**config.mk**
```make
export PLATFORM = sky130hd
export DESIGN_NAME = fmap_pad_sched_flat
export DESIGN_NICKNAME = d
export VERILOG_FILES = /design/src/rtl/fmap_pad_sched_pkg.sv /design/src/rtl/fmap_pad_sched_if.sv /design/src/rtl/fmap_rd_addr_gen.sv /design/src/rtl/fmap_pad_sched.sv /design/src/flat_wrapper.sv
export SDC_FILE = /design/constraint.sdc
export NUM_CORES = 1
export LEC_CHECK = 0
export CAP_MARGIN = 10
export CORE_ASPECT_RATIO = 0.9
export CORE_MARGIN = 8
export CORE_UTILIZATION = 58
export DETAILED_ROUTE_END_ITERATION = 10
export PLACE_DENSITY = 0.86
export SYNTH_ARGS = -nofsm -noshare
export SYNTH_HDL_FRONTEND = slang
export SYNTH_SLANG_ARGS = --single-unit
```
**constraint.sdc**
```tcl
create_clock -name clk -period 4 [get_ports clk]
set_clock_uncertainty 0.2 [all_clocks]
set_input_delay 0.6 -clock clk [delete_from_list [all_inputs] [get_ports clk]]
set_output_delay 0.6 -clock clk [all_outputs]
set_load 0.02 [all_outputs]
```
**src/rtl/fmap_pad_sched_pkg.sv**
```systemverilog
// Shared definitions for the feature scratch-pad sequencer.
//   state_t    : FSM state encoding (3 bits, legacy-compatible constants)
//   LOAD_FULL  : load_full_cloumn value for a full-pad load command
//   LOAD_COL   : load_full_cloumn value for a single-column load command
package fmap_pad_sched_pkg;

  typedef logic [2:0] state_t;

  localparam state_t ST_IDLE  = 3'd0;
  localparam state_t ST_LDF   = 3'd1;
  localparam state_t ST_WFULL = 3'd2;
  localparam state_t ST_RD    = 3'd3;
  localparam state_t ST_LDC   = 3'd4;
  localparam state_t ST_WCOL  = 3'd5;
  localparam state_t ST_DRAIN = 3'd6;
  localparam state_t ST_DONE  = 3'd7;

  localparam logic LOAD_FULL = 1'b1;
  localparam logic LOAD_COL  = 1'b0;

endpackage

```
**src/rtl/fmap_pad_sched_if.sv**
```systemverilog
// Bundle of all non-clock signals of fmap_pad_sched.
//   master : PE-array controller / load_fmap / MAC side (drives config, start,
//            load handshakes and stall; receives commands, addresses, strobes)
//   slave  : the sequencer itself
// Signals:
//   layer_start, weight_num, pixel_num, load_one_cloumn_num, slide_num : layer config + start
//   fmap_ready_to_pe, load_one_cloumn_finish, pad_data_ready           : load_fmap status
//   pe_stall                                                           : MAC back-pressure
//   fmap_load_start, load_full_cloumn                                  : load command
//   raddra_ifmap, fmap_valid, window_last                              : read stream
//   busy, layer_done                                                   : layer status
interface fmap_pad_sched_if #(
  parameter int unsigned ADDRESSWIDTH_F_PAD = 8,
  parameter int unsigned ADDRESSWIDTH_W_PAD = 8,
  parameter int unsigned SLIDE_W            = 8
);

  logic                          layer_start;
  logic [ADDRESSWIDTH_W_PAD-1:0] weight_num;
  logic [ADDRESSWIDTH_F_PAD-1:0] pixel_num;
  logic [ADDRESSWIDTH_F_PAD-1:0] load_one_cloumn_num;
  logic [SLIDE_W-1:0]            slide_num;
  logic                          fmap_ready_to_pe;
  logic                          load_one_cloumn_finish;
  logic                          pad_data_ready;
  logic                          pe_stall;
  logic                          fmap_load_start;
  logic                          load_full_cloumn;
  logic [ADDRESSWIDTH_F_PAD-1:0] raddra_ifmap;
  logic                          fmap_valid;
  logic                          window_last;
  logic                          busy;
  logic                          layer_done;

  modport master (
    output layer_start, weight_num, pixel_num, load_one_cloumn_num, slide_num,
    output fmap_ready_to_pe, load_one_cloumn_finish, pad_data_ready, pe_stall,
    input  fmap_load_start, load_full_cloumn, raddra_ifmap, fmap_valid,
    input  window_last, busy, layer_done
  );

  modport slave (
    input  layer_start, weight_num, pixel_num, load_one_cloumn_num, slide_num,
    input  fmap_ready_to_pe, load_one_cloumn_finish, pad_data_ready, pe_stall,
    output fmap_load_start, load_full_cloumn, raddra_ifmap, fmap_valid,
    output window_last, busy, layer_done
  );

endinterface

```
**src/rtl/fmap_rd_addr_gen.sv**
```systemverilog
// Scratch-pad read address generator.
// Holds the window base and the in-window read counter; produces the read
// address (base + rd_cnt, wrapping on the pad size) and the 1-cycle-delayed
// data-valid / window-last strobes that line up with the RAM output.
// Ports:
//   clk, rst_n   : clock, async active-low reset
//   clear        : layer start - base and counter to 0
//   cnt_clr      : start of a new window - counter to 0
//   issue        : a read is issued this cycle
//   advance      : slide the base by col_step (same cycle as the window's last issue)
//   weight_num   : reads per window
//   col_step     : base advance per slide
//   raddr        : read address
//   issue_last   : current issue is the last read of the window
//   data_valid   : issue delayed by one cycle
//   data_last    : issue & issue_last delayed by one cycle
module fmap_rd_addr_gen #(
  parameter int unsigned ADDRESSWIDTH_F_PAD = 8,
  parameter int unsigned ADDRESSWIDTH_W_PAD = 8
) (
  input  logic                          clk,
  input  logic                          rst_n,
  input  logic                          clear,
  input  logic                          cnt_clr,
  input  logic                          issue,
  input  logic                          advance,
  input  logic [ADDRESSWIDTH_W_PAD-1:0] weight_num,
  input  logic [ADDRESSWIDTH_F_PAD-1:0] col_step,
  output logic [ADDRESSWIDTH_F_PAD-1:0] raddr,
  output logic                          issue_last,
  output logic                          data_valid,
  output logic                          data_last
);

  logic [ADDRESSWIDTH_F_PAD-1:0] base;
  logic [ADDRESSWIDTH_W_PAD-1:0] rd_cnt;

  assign issue_last = (rd_cnt == weight_num - ADDRESSWIDTH_W_PAD'(1));
  // Sum kept at pad width so the window wraps around the circular pad.
  assign raddr = base + ADDRESSWIDTH_F_PAD'(rd_cnt);

  always_ff @(posedge clk or negedge rst_n) begin
    if (!rst_n) begin
      base       <= '0;
      rd_cnt     <= '0;
      data_valid <= 1'b0;
      data_last  <= 1'b0;
    end else begin
      if (clear) begin
        base   <= '0;
        rd_cnt <= '0;
      end else begin
        if (cnt_clr) begin
          rd_cnt <= '0;
        end else if (issue) begin
          rd_cnt <= issue_last ? '0 : rd_cnt + ADDRESSWIDTH_W_PAD'(1);
        end
        if (advance) begin
          base <= base + col_step;
        end
      end
      data_valid <= issue;
      data_last  <= issue & issue_last;
    end
  end

endmodule

```
**src/rtl/fmap_pad_sched.sv**
```systemverilog
// Feature scratch-pad sequencer for one PE.
// Per layer: one full-pad load command, then slide_num windows of weight_num
// reads each; between windows one column load is commanded and awaited.
// Ports:
//   clk   : clock, rising edge
//   rst_n : asynchronous active-low reset (aborts a layer immediately)
//   bus   : fmap_pad_sched_if.slave - config/start, load_fmap handshakes,
//           pe_stall, load commands, read address, valid strobes, busy/done
module fmap_pad_sched
  import fmap_pad_sched_pkg::*;
#(
  parameter int unsigned ADDRESSWIDTH_F_PAD = 8,
  parameter int unsigned ADDRESSWIDTH_W_PAD = 8,
  parameter int unsigned SLIDE_W            = 8
) (
  input logic           clk,
  input logic           rst_n,
  fmap_pad_sched_if.slave bus
);

  state_t                        state;
  logic [ADDRESSWIDTH_W_PAD-1:0] cfg_weight_num;
  logic [ADDRESSWIDTH_F_PAD-1:0] cfg_col_step;
  logic [SLIDE_W-1:0]            cfg_slide_num;
  logic [SLIDE_W-1:0]            slide_cnt;

  logic clear;
  logic cnt_clr;
  logic issue;
  logic issue_last;
  logic win_end;
  logic final_slide;
  logic advance;
  logic col_ready;
  logic full_ready;

  // pixel_num is consumed by load_fmap itself; the sequencer only needs the
  // column step to move the window base.
  assign clear       = (state == ST_IDLE) && bus.layer_start;
  assign full_ready  = bus.pad_data_ready || bus.fmap_ready_to_pe;
  assign col_ready   = bus.load_one_cloumn_finish || bus.fmap_ready_to_pe;
  assign cnt_clr     = (state == ST_WCOL) && col_ready;
  assign issue       = (state == ST_RD) && !bus.pe_stall;
  assign win_end     = issue && issue_last;
  assign final_slide = (slide_cnt == cfg_slide_num - SLIDE_W'(1));
  assign advance     = win_end && !final_slide;

  always_ff @(posedge clk or negedge rst_n) begin
    if (!rst_n) begin
      state          <= ST_IDLE;
      cfg_weight_num <= '0;
      cfg_col_step   <= '0;
      cfg_slide_num  <= '0;
      slide_cnt      <= '0;
    end else begin
      case (state)
        ST_IDLE: begin
          if (bus.layer_start) begin
            cfg_weight_num <= bus.weight_num;
            cfg_col_step   <= bus.load_one_cloumn_num;
            cfg_slide_num  <= bus.slide_num;
            slide_cnt      <= '0;
            state          <= ST_LDF;
          end
        end
        ST_LDF:   state <= ST_WFULL;
        ST_WFULL: if (full_ready) state <= ST_RD;
        ST_RD: begin
          if (win_end) begin
            if (final_slide) begin
              state <= ST_DRAIN;
            end else begin
              slide_cnt <= slide_cnt + SLIDE_W'(1);
              state     <= ST_LDC;
            end
          end
        end
        ST_LDC:   state <= ST_WCOL;
        ST_WCOL:  if (col_ready) state <= ST_RD;
        ST_DRAIN: state <= ST_DONE;
        ST_DONE:  state <= ST_IDLE;
        default:  state <= ST_IDLE;
      endcase
    end
  end

  fmap_rd_addr_gen #(
    .ADDRESSWIDTH_F_PAD (ADDRESSWIDTH_F_PAD),
    .ADDRESSWIDTH_W_PAD (ADDRESSWIDTH_W_PAD)
  ) u_addr_gen (
    .clk        (clk),
    .rst_n      (rst_n),
    .clear      (clear),
    .cnt_clr    (cnt_clr),
    .issue      (issue),
    .advance    (advance),
    .weight_num (cfg_weight_num),
    .col_step   (cfg_col_step),
    .raddr      (bus.raddra_ifmap),
    .issue_last (issue_last),
    .data_valid (bus.fmap_valid),
    .data_last  (bus.window_last)
  );

  // Command/status outputs decode the state register, so they drop to 0
  // together with the asynchronous reset.
  assign bus.fmap_load_start  = (state == ST_LDF) || (state == ST_LDC);
  assign bus.load_full_cloumn = (state == ST_LDF) ? LOAD_FULL : LOAD_COL;
  assign bus.busy             = (state != ST_IDLE);
  assign bus.layer_done       = (state == ST_DONE);

endmodule

```
**src/flat_wrapper.sv**
```systemverilog
// flat-port wrapper written by rule: the top's interface ports become plain ports
module fmap_pad_sched_flat import fmap_pad_sched_pkg::*;
#(
  parameter int unsigned ADDRESSWIDTH_F_PAD = 8,
  parameter int unsigned ADDRESSWIDTH_W_PAD = 8,
  parameter int unsigned SLIDE_W            = 8
)
  (clk, rst_n, bus_layer_start, bus_weight_num, bus_pixel_num, bus_load_one_cloumn_num, bus_slide_num, bus_fmap_ready_to_pe, bus_load_one_cloumn_finish, bus_pad_data_ready, bus_pe_stall, bus_fmap_load_start, bus_load_full_cloumn, bus_raddra_ifmap, bus_fmap_valid, bus_window_last, bus_busy, bus_layer_done);
  fmap_pad_sched_if #(.ADDRESSWIDTH_F_PAD(ADDRESSWIDTH_F_PAD), .ADDRESSWIDTH_W_PAD(ADDRESSWIDTH_W_PAD), .SLIDE_W(SLIDE_W)) bus_i ();
  input logic clk;
  input logic rst_n;
  input wire logic [$bits(bus_i.layer_start)-1:0] bus_layer_start;
  input wire logic [$bits(bus_i.weight_num)-1:0] bus_weight_num;
  input wire logic [$bits(bus_i.pixel_num)-1:0] bus_pixel_num;
  input wire logic [$bits(bus_i.load_one_cloumn_num)-1:0] bus_load_one_cloumn_num;
  input wire logic [$bits(bus_i.slide_num)-1:0] bus_slide_num;
  input wire logic [$bits(bus_i.fmap_ready_to_pe)-1:0] bus_fmap_ready_to_pe;
  input wire logic [$bits(bus_i.load_one_cloumn_finish)-1:0] bus_load_one_cloumn_finish;
  input wire logic [$bits(bus_i.pad_data_ready)-1:0] bus_pad_data_ready;
  input wire logic [$bits(bus_i.pe_stall)-1:0] bus_pe_stall;
  output wire logic [$bits(bus_i.fmap_load_start)-1:0] bus_fmap_load_start;
  output wire logic [$bits(bus_i.load_full_cloumn)-1:0] bus_load_full_cloumn;
  output wire logic [$bits(bus_i.raddra_ifmap)-1:0] bus_raddra_ifmap;
  output wire logic [$bits(bus_i.fmap_valid)-1:0] bus_fmap_valid;
  output wire logic [$bits(bus_i.window_last)-1:0] bus_window_last;
  output wire logic [$bits(bus_i.busy)-1:0] bus_busy;
  output wire logic [$bits(bus_i.layer_done)-1:0] bus_layer_done;
  assign bus_i.layer_start = bus_layer_start;
  assign bus_i.weight_num = bus_weight_num;
  assign bus_i.pixel_num = bus_pixel_num;
  assign bus_i.load_one_cloumn_num = bus_load_one_cloumn_num;
  assign bus_i.slide_num = bus_slide_num;
  assign bus_i.fmap_ready_to_pe = bus_fmap_ready_to_pe;
  assign bus_i.load_one_cloumn_finish = bus_load_one_cloumn_finish;
  assign bus_i.pad_data_ready = bus_pad_data_ready;
  assign bus_i.pe_stall = bus_pe_stall;
  assign bus_fmap_load_start = bus_i.fmap_load_start;
  assign bus_load_full_cloumn = bus_i.load_full_cloumn;
  assign bus_raddra_ifmap = bus_i.raddra_ifmap;
  assign bus_fmap_valid = bus_i.fmap_valid;
  assign bus_window_last = bus_i.window_last;
  assign bus_busy = bus_i.busy;
  assign bus_layer_done = bus_i.layer_done;
  fmap_pad_sched #(.ADDRESSWIDTH_F_PAD(ADDRESSWIDTH_F_PAD), .ADDRESSWIDTH_W_PAD(ADDRESSWIDTH_W_PAD), .SLIDE_W(SLIDE_W)) u_core (.clk(clk), .rst_n(rst_n), .bus(bus_i));
endmodule
```
# After elaboration in Yosys (flattened, before gate mapping)
# Cells that the tools add are included.
[classes]
addsub = 6
n_eq_ne = 14
n_mux = 17
bitwise = 1
n_reduce_logical = 18
[ops]
columns = ["operator", "n"]
rows = [
  ["8-bit 2-to-1 mux", 9],
  ["3-bit one-hot mux with 8 select lines", 1],
  ["8-bit by 1-bit adder with 8-bit output, second input constant", 2],
  ["8-bit adder", 2],
  ["8-bit equality test", 2],
  ["8-bit one-hot mux with 2 select lines", 1],
  ["8-bit by 1-bit subtractor with 8-bit output, second input constant", 2],
  ["3-bit equality test, second input constant", 4],
  ["3-bit 2-to-1 mux", 4],
  ["4-bit AND reduction", 2],
  ["3-bit by 2-bit equality test with 1-bit output, second input constant", 2],
  ["2-bit by 1-bit != test with 1-bit output, second input constant", 3],
  ["3-bit nonzero test", 2],
  ["1-bit logical AND", 5],
  ["2-bit != test, second input constant", 2],
  ["2-bit nonzero test", 2],
  ["3-bit by 1-bit equality test with 1-bit output, second input constant", 1],
  ["3-bit logical NOT", 1],
  ["1-bit logical OR", 3],
  ["1-bit logical NOT", 2],
  ["2-bit 2-to-1 mux", 1],
  ["2-bit AND reduction", 1],
  ["1-bit bitwise AND", 1],
  ["1-bit 2-to-1 mux", 1],
]
[word_totals]
register_bits = 53
in_bits = 39
output_inout_bits = 14
elab_cells = 65

# Logic depth before layout (Yosys ltp)
# Gate-level depths: netlist of run 1.
[logic_depth]
word_depth = 6
ltp_mapped = 11
mapped_depth_nobuf = 10

# Modules after synthesis
# From an unflattened synthesis of run 1, not the netlist that was laid out.
[hier_totals]
hier_cells = 335
area_unflattened_um2 = 3360.7
[modules_own_cells]
columns = ["module", "n_inst", "cells_each", "area_each_um2", "seq_area_each_um2"]
rows = [
  ["fmap_pad_sched", 1, 159, 1799.2, 875.8],
  ["fmap_rd_addr_gen", 1, 176, 1561.5, 450.4],
]

# Worst setup path after synthesis of run 1
# Ideal clock, no wire load.
[synth_path]
path_type = "register -> output"
from = "reg u_core.u_addr_gen.rd_cnt[0]"
to = "out bus_raddra_ifmap[6]"
t_arrival_ns = 1.891
t_required_ns = 3.200
setup_slack_ns = 1.309
path_stages_with_launch = 10
n_path_buf = 0
path_cell_list = "dfrtp_1 ha_1 inv_1 fa_1 inv_1 a21oi_1 o21bai_1 a21o_1 a21oi_1 xnor2_1"
[synth_between]
elab_chain_cells = 1
[synth_lines]
columns = ["item", "line", "source"]
rows = [
  ["from (decl)", "fmap_rd_addr_gen.sv:36", "logic [ADDRESSWIDTH_W_PAD-1:0] rd_cnt;"],
  ["from (signal assigned)", "fmap_rd_addr_gen.sv:56", "rd_cnt <= issue_last ? '0 : rd_cnt + ADDRESSWIDTH_W_PAD'(1);"],
  ["8-bit adder", "fmap_rd_addr_gen.sv:40", "assign raddr = base + ADDRESSWIDTH_F_PAD'(rd_cnt);"],
  ["to (decl)", "flat_wrapper.sv:23", "output wire logic [$bits(bus_i.raddra_ifmap)-1:0] bus_raddra_ifmap;"],
]
# Every way passes these cells.

# Worst setup path in the final report of run 1
# Ends and elaborated chain as after synthesis.

==> results of run 1 <==
## cell usage after synthesis, drive strengths merged (3+ instances only)
library cell	number	area [sq um]
nor4	4	55.1
a21oi	21	105
clkbuf	13	48.8
nor2	18	67.6
o211ai	5	37.5
o31ai	4	30.0
nor2b	5	31.3
a31oi	5	31.3
a21o	4	30.0
or3	5	31.3
xor2	12	105
nand3	20	105
nand4	3	18.8
dfrtp	53	1330
nand2b	3	18.8
nand2	74	278
xnor2	18	158
o21bai	3	22.5
o21ai	26	130
nor3	7	35.0
and3	5	31.3
inv	20	75.1
ha	18	225
## power breakdown
part / internal, W / switching, W / total [W] / leakage (nW)
Sequential: 0.000706 / 0.000227 / 0.000933 / 0.694
Combinational: 0.000570 / 0.000658 / 0.00123 / 1.03
Clock: 0.000144 / 0.000183 / 0.000327 / 0.0518
Total: 0.00142 / 0.00107 / 0.00249 / 1.77
## kinds of logic after synthesis
family,count (synthesis),share of synthesized area (%)
buf+inv,35,4.09
simple gates,154,22.8
xor+xnor,31,8.71
fa+ha+maj,20,8.10
compound gates,81,15.2
mux,2,0.649
flops,53,40.5
## cell usage in the layout, fill, tap and decap left out, drive strengths merged, types with 3 or more instances in the layout
cell type and count:
o211ai 5, a31oi 5, o21bai 3, nor2 18, clkbuf 6, nor3 7
xor2 12, nor2b 5, o31ai 4, nand2b 3, a21oi 21, and3 5
nand4 3, clkdlybuf4s50 43, xnor2 18, nor4 4, nand2 74, o21ai 26
nand3 20, dfrtp 53, inv 21, a21o 4, ha 18, buf 5
or3 5
## per-stage QoR
step / cells / area [sq um] / util, % / setup WS [ns] / hold WS, ns
floorplan: 376 / 3280 / - / 1.31 / 0.104
finish: 487 / 3870 / 69.6 / 0.374 / 0.164
global route: 487 / 3870 / 69.6 / 0.188 / 0.236
CTS: 487 / 3870 / 69.6 / 0.383 / 0.195
detailed placement: 479 / 3770 / 67.8 / 0.731 / 0.267
global placement: 479 / 3770 / 67.8 / 0.821 / 0.266
## worst max-delay path, cell delays in order, from the launching register on
cell and delay, ns:
dfrtp_1 0.50, ha_1 0.22, inv_1 0.06, fa_1 0.40, inv_1 0.08, a21oi_1 0.08, o21bai_1 0.20, a21o_1 0.14
a21oi_1 0.07, xnor2_1 0.14, clkdlybuf4s50_1 0.63
## flip-flops by register name, indices dropped and copies added, names as in the netlist
signal                        count
u_core.slide_cnt                  8
u_core.u_addr_gen.base            8
u_core.cfg_col_step               8
u_core.u_addr_gen.data_valid      1
u_core.state                      3
u_core.u_addr_gen.data_last       1
u_core.u_addr_gen.rd_cnt          8
u_core.cfg_weight_num             8
u_core.cfg_slide_num              8
## worst max-delay path by stage
stage	slack (ns)	to	cells past startpoint	start
5_1_grt	0.19	bus_raddra_ifmap[6]	10	u_core.u_addr_gen.rd_cnt[0]
3_5_place_dp	0.73	bus_raddra_ifmap[6]	10	u_core.u_addr_gen.rd_cnt[0]
2_1_floorplan	1.31	bus_raddra_ifmap[6]	9	u_core.u_addr_gen.rd_cnt[0]
3_3_place_gp	0.82	bus_raddra_ifmap[6]	10	u_core.u_addr_gen.rd_cnt[0]
4_1_cts	0.38	bus_raddra_ifmap[6]	10	u_core.u_addr_gen.rd_cnt[0]
6_report	0.37	bus_raddra_ifmap[6]	10	u_core.u_addr_gen.rd_cnt[0]
## per-layer routing
metal / up-vias / routed length [microns] / track usage [%] / part of all wire [%]
met5: - / 0 / 0 / 0
met4: 0 / 75 / 3.82 / 1.0
met3: 8 / 472 / 3.28 / 6.4
met2: 78 / 3570 / 32.3 / 49
met1: 1315 / 3240 / 24.0 / 44
li1: 1379 / - / - / -
## final cells by class
class | instances | area (sq um)
Multi-Input combinational cell | 288 | 1820
Clock inverter | 2 | 17.5
Timing Repair Buffer | 48 | 465
Clock buffer | 6 | 82.6
Sequential cell | 53 | 1330
Tap cell | 70 | 87.6
Inverter | 20 | 75.1
Fill cell | 445 | 1690
==> flow_summary_export.csv, run 1 <==
group,metric,value,unit
grt,grt_overflow,0,
grt,antenna_found_initial,0,
die,fp.dieArea,0.00831,sq mm
clocking,cts.reportedPaths.clkPinSlew,0.11,ns
detailed_routing,wire_per_inst,15.1,microns
placement,place_hpwl,5.50,mm
yosys,syn_area_per_cell,8.71,sq um
flow_run,cap_violations,0,
yosys,ys.flop_type,"dfrtp_1",
detailed_routing,routed_wl,7.36,mm
yosys,syn_inst,376,
clocking,post-cts-setup-buffer-count,0,
detailed_routing,vias,2780,
cells_and_area,nets,475,
clocking,hold_buffers,0,
clocking,root_buffer,"clkbuf_8",
yosys,ys_warn_count,0,
clocking,h-tree-depth,2,
setup_path,worstSetupStartpointType,"flop",
setup_path,critPathCaptureType,"output pin",
yosys,synthArstFlopShare,100,%
setup_path,ff2ff_path_depth,9,
setup_path,r2r_end,"u_core.slide_cnt[6]",
detailed_routing,final_antenna_net_count,0,
clocking,cts_tree,"built",
setup_path,crit_arrival,2.83,ns
die,die_x,95.2,microns
yosys,ys_ff_latch,53,
detailed_routing,viasPerCell,5.71,
clocking,clk_latency,0.31,ns
grt,grt.total_usage,18.8,%
setup_path,cp_max_fo,6,
die,io_pins,53,
min_path,hp-class,"in2async",
die,core-area,0.00556,sq mm
clocking,cts_resized,0,
timing,slew_headroom,34.8,%
setup_path,critPathRequiredTime,3.20,ns
timing,period_share,90.6,%
setup_path,crit_type,"reg2out",
yosys,yosys.cell_types.count,48,
grt,grt_pass1_vias,2832,
yosys,synth_edf_count,0,
pwr,vdd.ir_drop.worst,0.000450,V
timing,max_freq,0.276,GHz
timing,fin_setup_tns,0,ns
timing,tightest_slew,0.976,ns
yosys,syn_nets,435,
timing,maxSlewViolCount,0,
die,start_util,58.9,%
timing,rsz0062_at_grt,"no",
pwr,finalPower,0.00249,W
timing,fin_crit,3.63,ns
placement,io_buffer_count,44,
cells_and_area,drive_gt1_share,5.28,%
placement,finalWeightedCongestion,0.817,
clocking,cts_sinks,53,
grt,grt_max_degree,36,
timing,hold_violations,0,
pwr,p_leak,1.77,nW
setup_path,reg2reg_slack,0.96,ns
yosys,seq_area_frac_synth,40.5,%
timing,setup_viol,0,
die,dieHeight,87.3,microns
setup_path,worst_r2r_startpoint,"u_core.cfg_weight_num[0]",
clocking,clk_path_buf_depth,2,
grt,grt_pass1_wl,12.7,mm
detailed_routing,drc,0,
cells_and_area,area_growth,18.1,%
detailed_routing,dr.pass1.iters,6,
die,fp-row-count,26,
pwr,power_density,643,mW/mm^2
detailed_routing,drt-initial-drc-count,148,
cells_and_area,diodes,0,
yosys,syn-cell-area,0.00328,sq mm
clocking,cts_made_buffers,5,
run_status,outcome,"finished clean",
Note: power is estimated with default switching activity, not from simulation.
==> run 2, diff against run 1 <==
--- a/config.mk
+++ b/config.mk
@@ -10,7 +10,9 @@
 export CORE_MARGIN = 8
 export CORE_UTILIZATION = 58
 export DETAILED_ROUTE_END_ITERATION = 10
+export GPL_TIMING_DRIVEN = 1
 export PLACE_DENSITY = 0.86
+export RECOVER_POWER = 100
 export SYNTH_ARGS = -nofsm -noshare
 export SYNTH_HDL_FRONTEND = slang
 export SYNTH_SLANG_ARGS = --single-unit
==> run 2 against run 1 <==
Compared with the run above:
- the flow now finishes with violations (max-capacitance violations, max-slew violations)
- setup slack got worse by 0.051 ns
- cell count unchanged
- critical path depth unchanged
- critical path type unchanged
==> flow_summary_export.csv, run 2 (synthesis results as in run 1) <==
group,metric,value,unit
setup_path,crit_family,"buffers and inverters",
clocking,root_buffer,"clkbuf_8",
detailed_routing,dr.pass1.iters,4,
grt,grt_pass1_vias,2832,
timing,fin_crit,3.68,ns
detailed_routing,routed_wl,7.40,mm
clocking,clk_latency,0.31,ns
timing,rsz0062_at_grt,"no",
pwr,finalPower,0.00244,W
timing,max_freq,0.272,GHz
clocking,cts_made_buffers,5,
grt,grt_max_degree,36,
pwr,p_leak,1.79,nW
setup_path,crit_cells,10,
min_path,hp-class,"reg2reg",
cells_and_area,diodes,0,
pwr,power_density,635,mW/mm^2
setup_path,max_stage_delay,0.69,ns
setup_path,worstPathCellList,"ha_1, inv_1, fa_1, inv_1, a21oi_1, o21bai_1, a21o_1, a21oi_1, xnor2_1, dlygate4sd3_1",
setup_path,reg2reg_slack,0.37,ns
timing,maxSlewViolCount,36,
setup_path,ff2ff_path_depth,9,
flow_run,cap_violations,1,
min_path,hold_start,"u_core.cfg_col_step[4]",
die,core-area,0.00556,sq mm
grt,grt_overflow,0,
run_status,outcome,"complete, but fails checks",
clocking,cts.reportedPaths.clkPinSlew,0.10,ns
cells_and_area,finalNonFillerCells,487,
setup_path,critical-path-slowest-cell,"dlygate4sd3_1",
timing,hold_violations,0,
die,dieHeight,87.3,microns
setup_path,worstSetupStartpointType,"flop",
setup_path,worst_r2r_startpoint,"u_core.cfg_weight_num[0]",
die,start_util,58.9,%
clocking,h-tree-depth,2,
cells_and_area,drive_gt1_share,4.08,%
timing,slew_headroom,-26.0,%
cells_and_area,most-common-layout-cells,"74 x nand2_1, 53 x dfrtp_1, 28 x clkdlybuf4s50_1",
grt,grt_pass1_wl,12.7,mm
setup_path,crit_arrival,2.88,ns
detailed_routing,wire_per_inst,15.2,microns
setup_path,critPathLaunch,"u_core.u_addr_gen.rd_cnt[0]",
clocking,cts_tree,"built",
clocking,post-cts-setup-buffer-count,0,
setup_path,crit_type,"reg2out",
clocking,hold_buffers,0,
grt,grt.total_usage,18.8,%
timing,setup_viol,0,
setup_path,critPathRequiredTime,3.20,ns
min_path,holdPathStages,2,
detailed_routing,vias,2768,
clocking,cts_sinks,53,
cells_and_area,area_growth,17.2,%
detailed_routing,drc,0,
grt,antenna_found_initial,0,
placement,place_hpwl,5.50,mm
setup_path,cp_max_fo,6,
clocking,clk_path_buf_depth,2,
setup_path,crit_buf_inv,3,
placement,placed_cells,479,
timing,fin_setup_tns,0,ns
timing,tightest_slew,1.89,ns
placement,finalWeightedCongestion,0.817,
die,die_x,95.2,microns
detailed_routing,viasPerCell,5.68,
pwr,vdd.ir_drop.worst,0.000415,V
detailed_routing,final_antenna_net_count,0,
detailed_routing,drt-initial-drc-count,156,
run_status,violations,"max-capacitance violations, max-slew violations",
setup_path,critPathCaptureType,"output pin",
cells_and_area,final_common_cell,"nand2_1",
die,io_pins,53,
cells_and_area,nets,475,
die,fp-row-count,26,
die,fp.dieArea,0.00831,sq mm
clocking,cts_resized,0,
placement,io_buffer_count,44,
timing,period_share,91.9,%
==> run 2: cell types whose count changed in the layout (fill, tap and decap cells not counted), moves of 4 or more <==
cell	delta
clkdlybuf4s50_1	-15
dlygate4sd3_1	+15
buf_4	-4
clkbuf_1	+4
==> run 2: final timing paths <==
path,endpoint
worst max-delay path,bus_raddra_ifmap[6]
worst min-delay path,u_core.cfg_col_step[4]
worst max register to register,u_core.slide_cnt[6]
worst min register to register,u_core.cfg_col_step[4]
max in group asynchronous,u_core.u_addr_gen.base[4]
min in group asynchronous,u_core.u_addr_gen.rd_cnt[3]
==> run 2: worst min-delay path, delay by kind of cell (launching register included) <==
kind	cells	cell delay, ns
DFF	1	0.35
and+or+nand+nor	2	0.10
==> run 2: routing by layer <==
metal / vias to the layer above / wire (microns) / track usage [%]
met5: - / 0 / 0
met4: 0 / 76 / 3.82
met3: 8 / 380 / 3.28
met2: 64 / 3590 / 32.3
met1: 1318 / 3350 / 24.0
li1: 1378 / - / -
==> run 2: layout make-up <==
class                           count  area (sq um)
Inverter                           20          75.1
Fill cell                         449          1720
Tap cell                           70          87.6
Multi-Input combinational cell    288          1800
Clock buffer                        6          82.6
Timing Repair Buffer               48           450
Clock inverter                      2          17.5
Sequential cell                    53          1330
==> run 2: report_power, final <==
group / total [W] / internal (W) / switching, W
combinational: 0.00118 / 0.000538 / 0.000638
clock: 0.000328 / 0.000144 / 0.000184
sequential: 0.000935 / 0.000706 / 0.000229
total: 0.00244 / 0.00139 / 0.00105
==> run 2: per-stage QoR <==
stage,area [sq um],setup slack [ns],util [%],hold slack (ns)
floorplan,3280,1.31,-,0.104
detailed placement,3770,0.731,67.8,0.267
CTS,3870,0.383,69.6,0.195
global placement,3770,0.821,67.8,0.266
finish,3840,0.324,69.0,0.286
global route,3840,0.133,69.0,0.314
==> variant 1: new RTL, flow settings as in run 2 <==
`ADDRESSWIDTH_W_PAD` is set to 8 in 4 places; all go to 9.
--- a/src/rtl/fmap_pad_sched_if.sv
+++ b/src/rtl/fmap_pad_sched_if.sv
@@ -11,7 +11,7 @@
 //   busy, layer_done                                                   : layer status
 interface fmap_pad_sched_if #(
   parameter int unsigned ADDRESSWIDTH_F_PAD = 8,
-  parameter int unsigned ADDRESSWIDTH_W_PAD = 8,
+  parameter int unsigned ADDRESSWIDTH_W_PAD = 9,
   parameter int unsigned SLIDE_W            = 8
 );
 
--- a/src/rtl/fmap_rd_addr_gen.sv
+++ b/src/rtl/fmap_rd_addr_gen.sv
@@ -16,7 +16,7 @@
 //   data_last    : issue & issue_last delayed by one cycle
 module fmap_rd_addr_gen #(
   parameter int unsigned ADDRESSWIDTH_F_PAD = 8,
-  parameter int unsigned ADDRESSWIDTH_W_PAD = 8
+  parameter int unsigned ADDRESSWIDTH_W_PAD = 9
 ) (
   input  logic                          clk,
   input  logic                          rst_n,
--- a/src/rtl/fmap_pad_sched.sv
+++ b/src/rtl/fmap_pad_sched.sv
@@ -10,7 +10,7 @@
   import fmap_pad_sched_pkg::*;
 #(
   parameter int unsigned ADDRESSWIDTH_F_PAD = 8,
-  parameter int unsigned ADDRESSWIDTH_W_PAD = 8,
+  parameter int unsigned ADDRESSWIDTH_W_PAD = 9,
   parameter int unsigned SLIDE_W            = 8
 ) (
   input logic           clk,
--- a/src/flat_wrapper.sv
+++ b/src/flat_wrapper.sv
@@ -2,7 +2,7 @@
 module fmap_pad_sched_flat import fmap_pad_sched_pkg::*;
 #(
   parameter int unsigned ADDRESSWIDTH_F_PAD = 8,
-  parameter int unsigned ADDRESSWIDTH_W_PAD = 8,
+  parameter int unsigned ADDRESSWIDTH_W_PAD = 9,
   parameter int unsigned SLIDE_W            = 8
 )
   (clk, rst_n, bus_layer_start, bus_weight_num, bus_pixel_num, bus_load_one_cloumn_num, bus_slide_num, bus_fmap_ready_to_pe, bus_load_one_cloumn_finish, bus_pad_data_ready, bus_pe_stall, bus_fmap_load_start, bus_load_full_cloumn, bus_raddra_ifmap, bus_fmap_valid, bus_window_last, bus_busy, bus_layer_done);
Interface: changed (resized bus_weight_num); port bits go from 53 to 54. The function was not compared with the original's and may differ.
==> variant 1 against run 2 <==
Largest cell class unchanged; sequential power down 17%; highest routed layer unchanged; final cell count is 4.5% higher; worst setup slack worse by 0.0067 ns; critical path type unchanged; cell area up 4.9%; wire length up 4.0%; sequential cell count increased by 2; synthesized area is 5.8% higher; non-clock buffer count is 1 higher; the run still ends with max-capacitance violations, max-slew violations left; global-route usage shrank 0.32 points; critical path depth is 2 lower; total power is 23% lower.
==> variant 1: results <==
{
  "status": "finished, violations left",
  "violations": "max-capacitance violations, max-slew violations",
  "synth_seq_area_share_pct": 39.7,
  "timing.reg2reg.setup_slack_ns": 0.54,
  "crit_arrival_ns": 2.88,
  "wl_met2_um": 3810,
  "dp_slack_ns": 0.604,
  "synth_nets": 460,
  "grt_max_degree": 34,
  "worstPathMaxFanout": 5,
  "cap_violations": 1,
  "cts-resized-gates": 0,
  "viasPerCell": 5.70,
  "p_leak_nw": 1.89,
  "placed_area_sq_um": 3930,
  "synth_commonest_cells": "74 x nand2_1, 55 x dfrtp_1, 23 x o21ai_0",
  "wl_per_cell_um": 15.1,
  "multi_input_area_sq_um": 1910,
  "grt_usage_pct": 18.5,
  "nFillCells": 444,
  "grt_use_met1_pct": 23.4,
  "hpwl_um": 5740,
  "die_width_um": 97.5,
  "reg2reg_to": "u_core.slide_cnt[7]",
  "critPathTopFamily": "compound AO/OA/AOI/OAI gates",
  "synthTopCellsByArea": "dfrtp_1 40%, nand2_1 8.0%, ha_1 6.5%",
  "io_buffers": 45,
  "drtIter0Drc": 136,
  "synth_cell_type_count": 50,
  "max-slew-margin-rel_pct": -12.7,
  "met3_length_um": 279,
  "gr-usage-met2_pct": 32.4,
  "setup.worst_path.end": "bus_raddra_ifmap[7]",
  "drv_slew": 32,
  "netSwitchingPower_w": 0.000702,
  "grt_pass1_vias": 2818,
  "drive_gt1_share_pct": 3.87,
  "startpoint": "u_core.u_addr_gen.rd_cnt[1]",
  "grt_use_met3_pct": 2.70,
  "vdd.ir_drop.worst_mv": 0.338,
  "final_nets": 498,
  "grt_pass1_wl_um": 13300,
  "routabilityCongestion": 0.868,
  "wl_met1_um": 3520
}
## variant 1: power by group through the flow
stage          combinational (W)  clock (W)  sequential (W)
2_1_floorplan           0.000527          0        0.000734
3_3_place_gp            0.000730          0        0.000774
3_5_place_dp            0.000758          0        0.000782
4_1_cts                 0.000766   0.000391        0.000773
5_1_grt                 0.000818   0.000413        0.000789
6_report                0.000730   0.000385        0.000774
## variant 1: worst min-delay path by stage
stage	start	end	slack [ns]	cells past startpoint
after floorplan	rst_n	u_core.cfg_col_step[0]	0.10	0
after global placement	u_core.cfg_col_step[0]	u_core.cfg_col_step[0]	0.27	2
after detailed placement	u_core.cfg_col_step[5]	u_core.cfg_col_step[5]	0.27	2
after CTS	rst_n	u_core.cfg_col_step[7]	0.16	1
after global routing	u_core.cfg_col_step[0]	u_core.cfg_col_step[0]	0.31	2
final	u_core.cfg_col_step[5]	u_core.cfg_col_step[5]	0.28	2
## variant 1: final cells by class
class,instances,share of cell area [%]
Multi-Input combinational cell,306,47.4
Inverter,21,1.96
Tap cell,70,2.17
Timing Repair Buffer,49,11.4
Sequential cell,55,34.2
Clock inverter,2,0.870
Clock buffer,6,2.05
## variant 1: per-stage QoR
step / power, W / hold WS (ns) / instances
after floorplan: 0.00126 / 0.104 / 400
after global placement: 0.00150 / 0.267 / 501
after detailed placement: 0.00154 / 0.267 / 501
after CTS: 0.00193 / 0.162 / 509
after global routing: 0.00202 / 0.310 / 509
final: 0.00189 / 0.284 / 509
## variant 1: cell families after synthesis
group / Yosys count / synth area share, %
flip-flops: 55 / 39.7
AND/OR/NAND/NOR: 162 / 22.1
buffers and inverters: 39 / 5.09
AO/OA/AOI/OAI: 92 / 17.3
multiplexers: 2 / 0.650
adder cells (fa/ha/maj): 20 / 7.65
XOR/XNOR: 30 / 7.58
==> variant 2: new RTL, settings of run 2 <==
Without the edit above. Reset style: synchronous (`rst_n`), changed in 2 clocked blocks. Comments in the files are not updated.
--- a/src/rtl/fmap_rd_addr_gen.sv
+++ b/src/rtl/fmap_rd_addr_gen.sv
@@ -39,7 +39,7 @@
   // Sum kept at pad width so the window wraps around the circular pad.
   assign raddr = base + ADDRESSWIDTH_F_PAD'(rd_cnt);
 
-  always_ff @(posedge clk or negedge rst_n) begin
+  always_ff @(posedge clk) begin
     if (!rst_n) begin
       base       <= '0;
       rd_cnt     <= '0;
--- a/src/rtl/fmap_pad_sched.sv
+++ b/src/rtl/fmap_pad_sched.sv
@@ -45,7 +45,7 @@
   assign final_slide = (slide_cnt == cfg_slide_num - SLIDE_W'(1));
   assign advance     = win_end && !final_slide;
 
-  always_ff @(posedge clk or negedge rst_n) begin
+  always_ff @(posedge clk) begin
     if (!rst_n) begin
       state          <= ST_IDLE;
       cfg_weight_num <= '0;
Formal check against the unedited RTL: differs if rst_n is asserted again (counterexample within 4 cycles, from zero or initial values and one cycle with rst_n low); with rst_n held inactive, the same outputs for 10 cycles.
==> variant 2 against run 2 <==
The flow still finishes with violations (max-capacitance violations, max-slew violations); largest cell class unchanged; cell area is 1.0% higher; critical path depth is 2 lower; worst hold slack worse by 0.011 ns; count of clock-buffer cells in the layout is 1 higher; wire length is 9.1% higher; synthesized area is 2.5% higher; sequential share of layout area is 7.2 points lower; register-to-register slack better by 0.10 ns; worst setup slack worse by 0.016 ns; synthesized cell count is 9.6% higher; maximum frequency is 0.42% lower; sequential cell count stayed put.
Power is not compared: it rests on default switching activity, and its combinational part moved more than twofold at a synthesized area within 25%.
==> variant 2: results <==
{
  "status": "finished, violations left",
  "violations": "max-capacitance violations, max-slew violations",
  "grt_use_met3_pct": 3.77,
  "timing.reg2reg.setup_slack_ns": 0.47,
  "reg2reg_to": "u_core.u_addr_gen.base[1]",
  "worst_pin_slew_ns": 1.54,
  "setup.worst_path.end": "bus_raddra_ifmap[7]",
  "synthTopCellsByArea": "dfxtp_1 32%, nand2_1 7.6%, ha_1 6.7%",
  "synth_cell_type_count": 57,
  "finalNonFillerCells": 517,
  "fmax_ghz": 0.271,
  "clk_latency_ns": 0.31,
  "gr-usage-met2_pct": 34.7,
  "drive_gt1_share_pct": 2.91,
  "worstPathMaxFanout": 7,
  "wl_per_cell_um": 15.6,
  "synth-main-ff-cell": "dfxtp_1",
  "grt_pass1_vias": 2966,
  "cap_violations": 1,
  "hpwl_um": 6080,
  "vias": 3065,
  "grt_max_degree": 34,
  "ff2ff_path_depth": 6,
  "timing.rr.start": "u_core.cfg_weight_num[2]",
  "synth_nets": 471,
  "drtIter0Drc": 194,
  "dp_slack_ns": 0.703,
  "crit_arrival_ns": 2.89,
  "synth_seq_area_share_pct": 31.6,
  "async_flop_share_pct": 0,
  "synth_area_per_cell_sq_um": 8.15,
  "drv_slew": 12,
  "grt_use_met1_pct": 24.8,
  "grt_pass1_wl_um": 13800,
  "final_nets": 506,
  "routabilityCongestion": 0.875,
  "startpoint": "u_core.u_addr_gen.rd_cnt[1]",
  "grt_usage_pct": 20.3,
  "synth_commonest_cells": "68 x nand2_1, 53 x dfxtp_1, 24 x a21boi_0, 24 x xnor2_1"
}
-- variant 2: cell count changes after synthesis, sizes merged, moves of 7 or more --
cell           run 2  this run
a21boi             0        26
nand4              3        15
dfrtp             53         0
o21ai             26        10
dfxtp              0        53
nor3               7        16
nand3             20         7
mux2i              1         8
-- variant 2: cell families after synthesis --
family / count (synthesis) / share of synthesized area [%]
XOR/XNOR: 35 / 9.13
flip-flops: 53 / 31.6
buffers and inverters: 38 / 4.66
AND/OR/NAND/NOR: 166 / 24.4
multiplexers: 9 / 2.72
adder cells (fa/ha/maj): 20 / 7.90
AO/OA/AOI/OAI: 91 / 19.6
-- variant 2: through the flow --
stage / hold WS (ns) / instance area [sq um]
final: 0.275 / 3880
after global routing: 0.292 / 3880
after CTS: 0.278 / 3910
after detailed placement: 0.266 / 3820
after global placement: 0.257 / 3820
after floorplan: 0.247 / 3360
-- variant 2: worst min-delay path by stage --
stage / from / endpoint / slack [ns] / cells past startpoint
after global placement: u_core.cfg_col_step[6] / u_core.cfg_col_step[6] / 0.26 / 2
after CTS: u_core.cfg_col_step[2] / u_core.cfg_col_step[2] / 0.28 / 2
after global routing: u_core.cfg_col_step[3] / u_core.cfg_col_step[3] / 0.29 / 2
after floorplan: u_core.cfg_col_step[2] / u_core.cfg_col_step[2] / 0.25 / 2
after detailed placement: u_core.cfg_col_step[2] / u_core.cfg_col_step[2] / 0.27 / 2
final: u_core.cfg_col_step[3] / u_core.cfg_col_step[3] / 0.27 / 2
-- variant 2: cell type report --
type                       instances  area (sq um)
clock buffer                       7          86.3
fill                             470          1750
inverter                          19          71.3
multi-input combinational        321          2110
sequential                        53          1060
tap                               70          87.6
timing repair buffer              47           459
-- variant 2: per-layer routing --
| metal | part of all wire (%) | vias to the layer above |
|---|---|---|
| li1 | - | 1524 |
| met1 | 45 | 1447 |
| met2 | 48 | 79 |
| met3 | 5.3 | 15 |
| met4 | 1.8 | 0 |
| met5 | 0 | - |
-- variant 2: where the power goes --
group / total [W] / internal [W] / switching [W]
registers: 0.000571 / 0.000547 / 0.0000240
logic: 0.000234 / 0.000102 / 0.000132
clock network: 0.000310 / 0.000138 / 0.000172
total: 0.00111 / 0.000787 / 0.000328
-- variant 2: worst max-delay path: stages, from the launching register on --
cell and delay [ns]:
dfxtp_1 0.48, ha_1 0.29, a21o_1 0.17, a21oi_1 0.21
o21bai_1 0.09, a21oi_1 0.25, o21ai_0 0.18, xnor2_1 0.20
dlygate4sd3_1 0.71
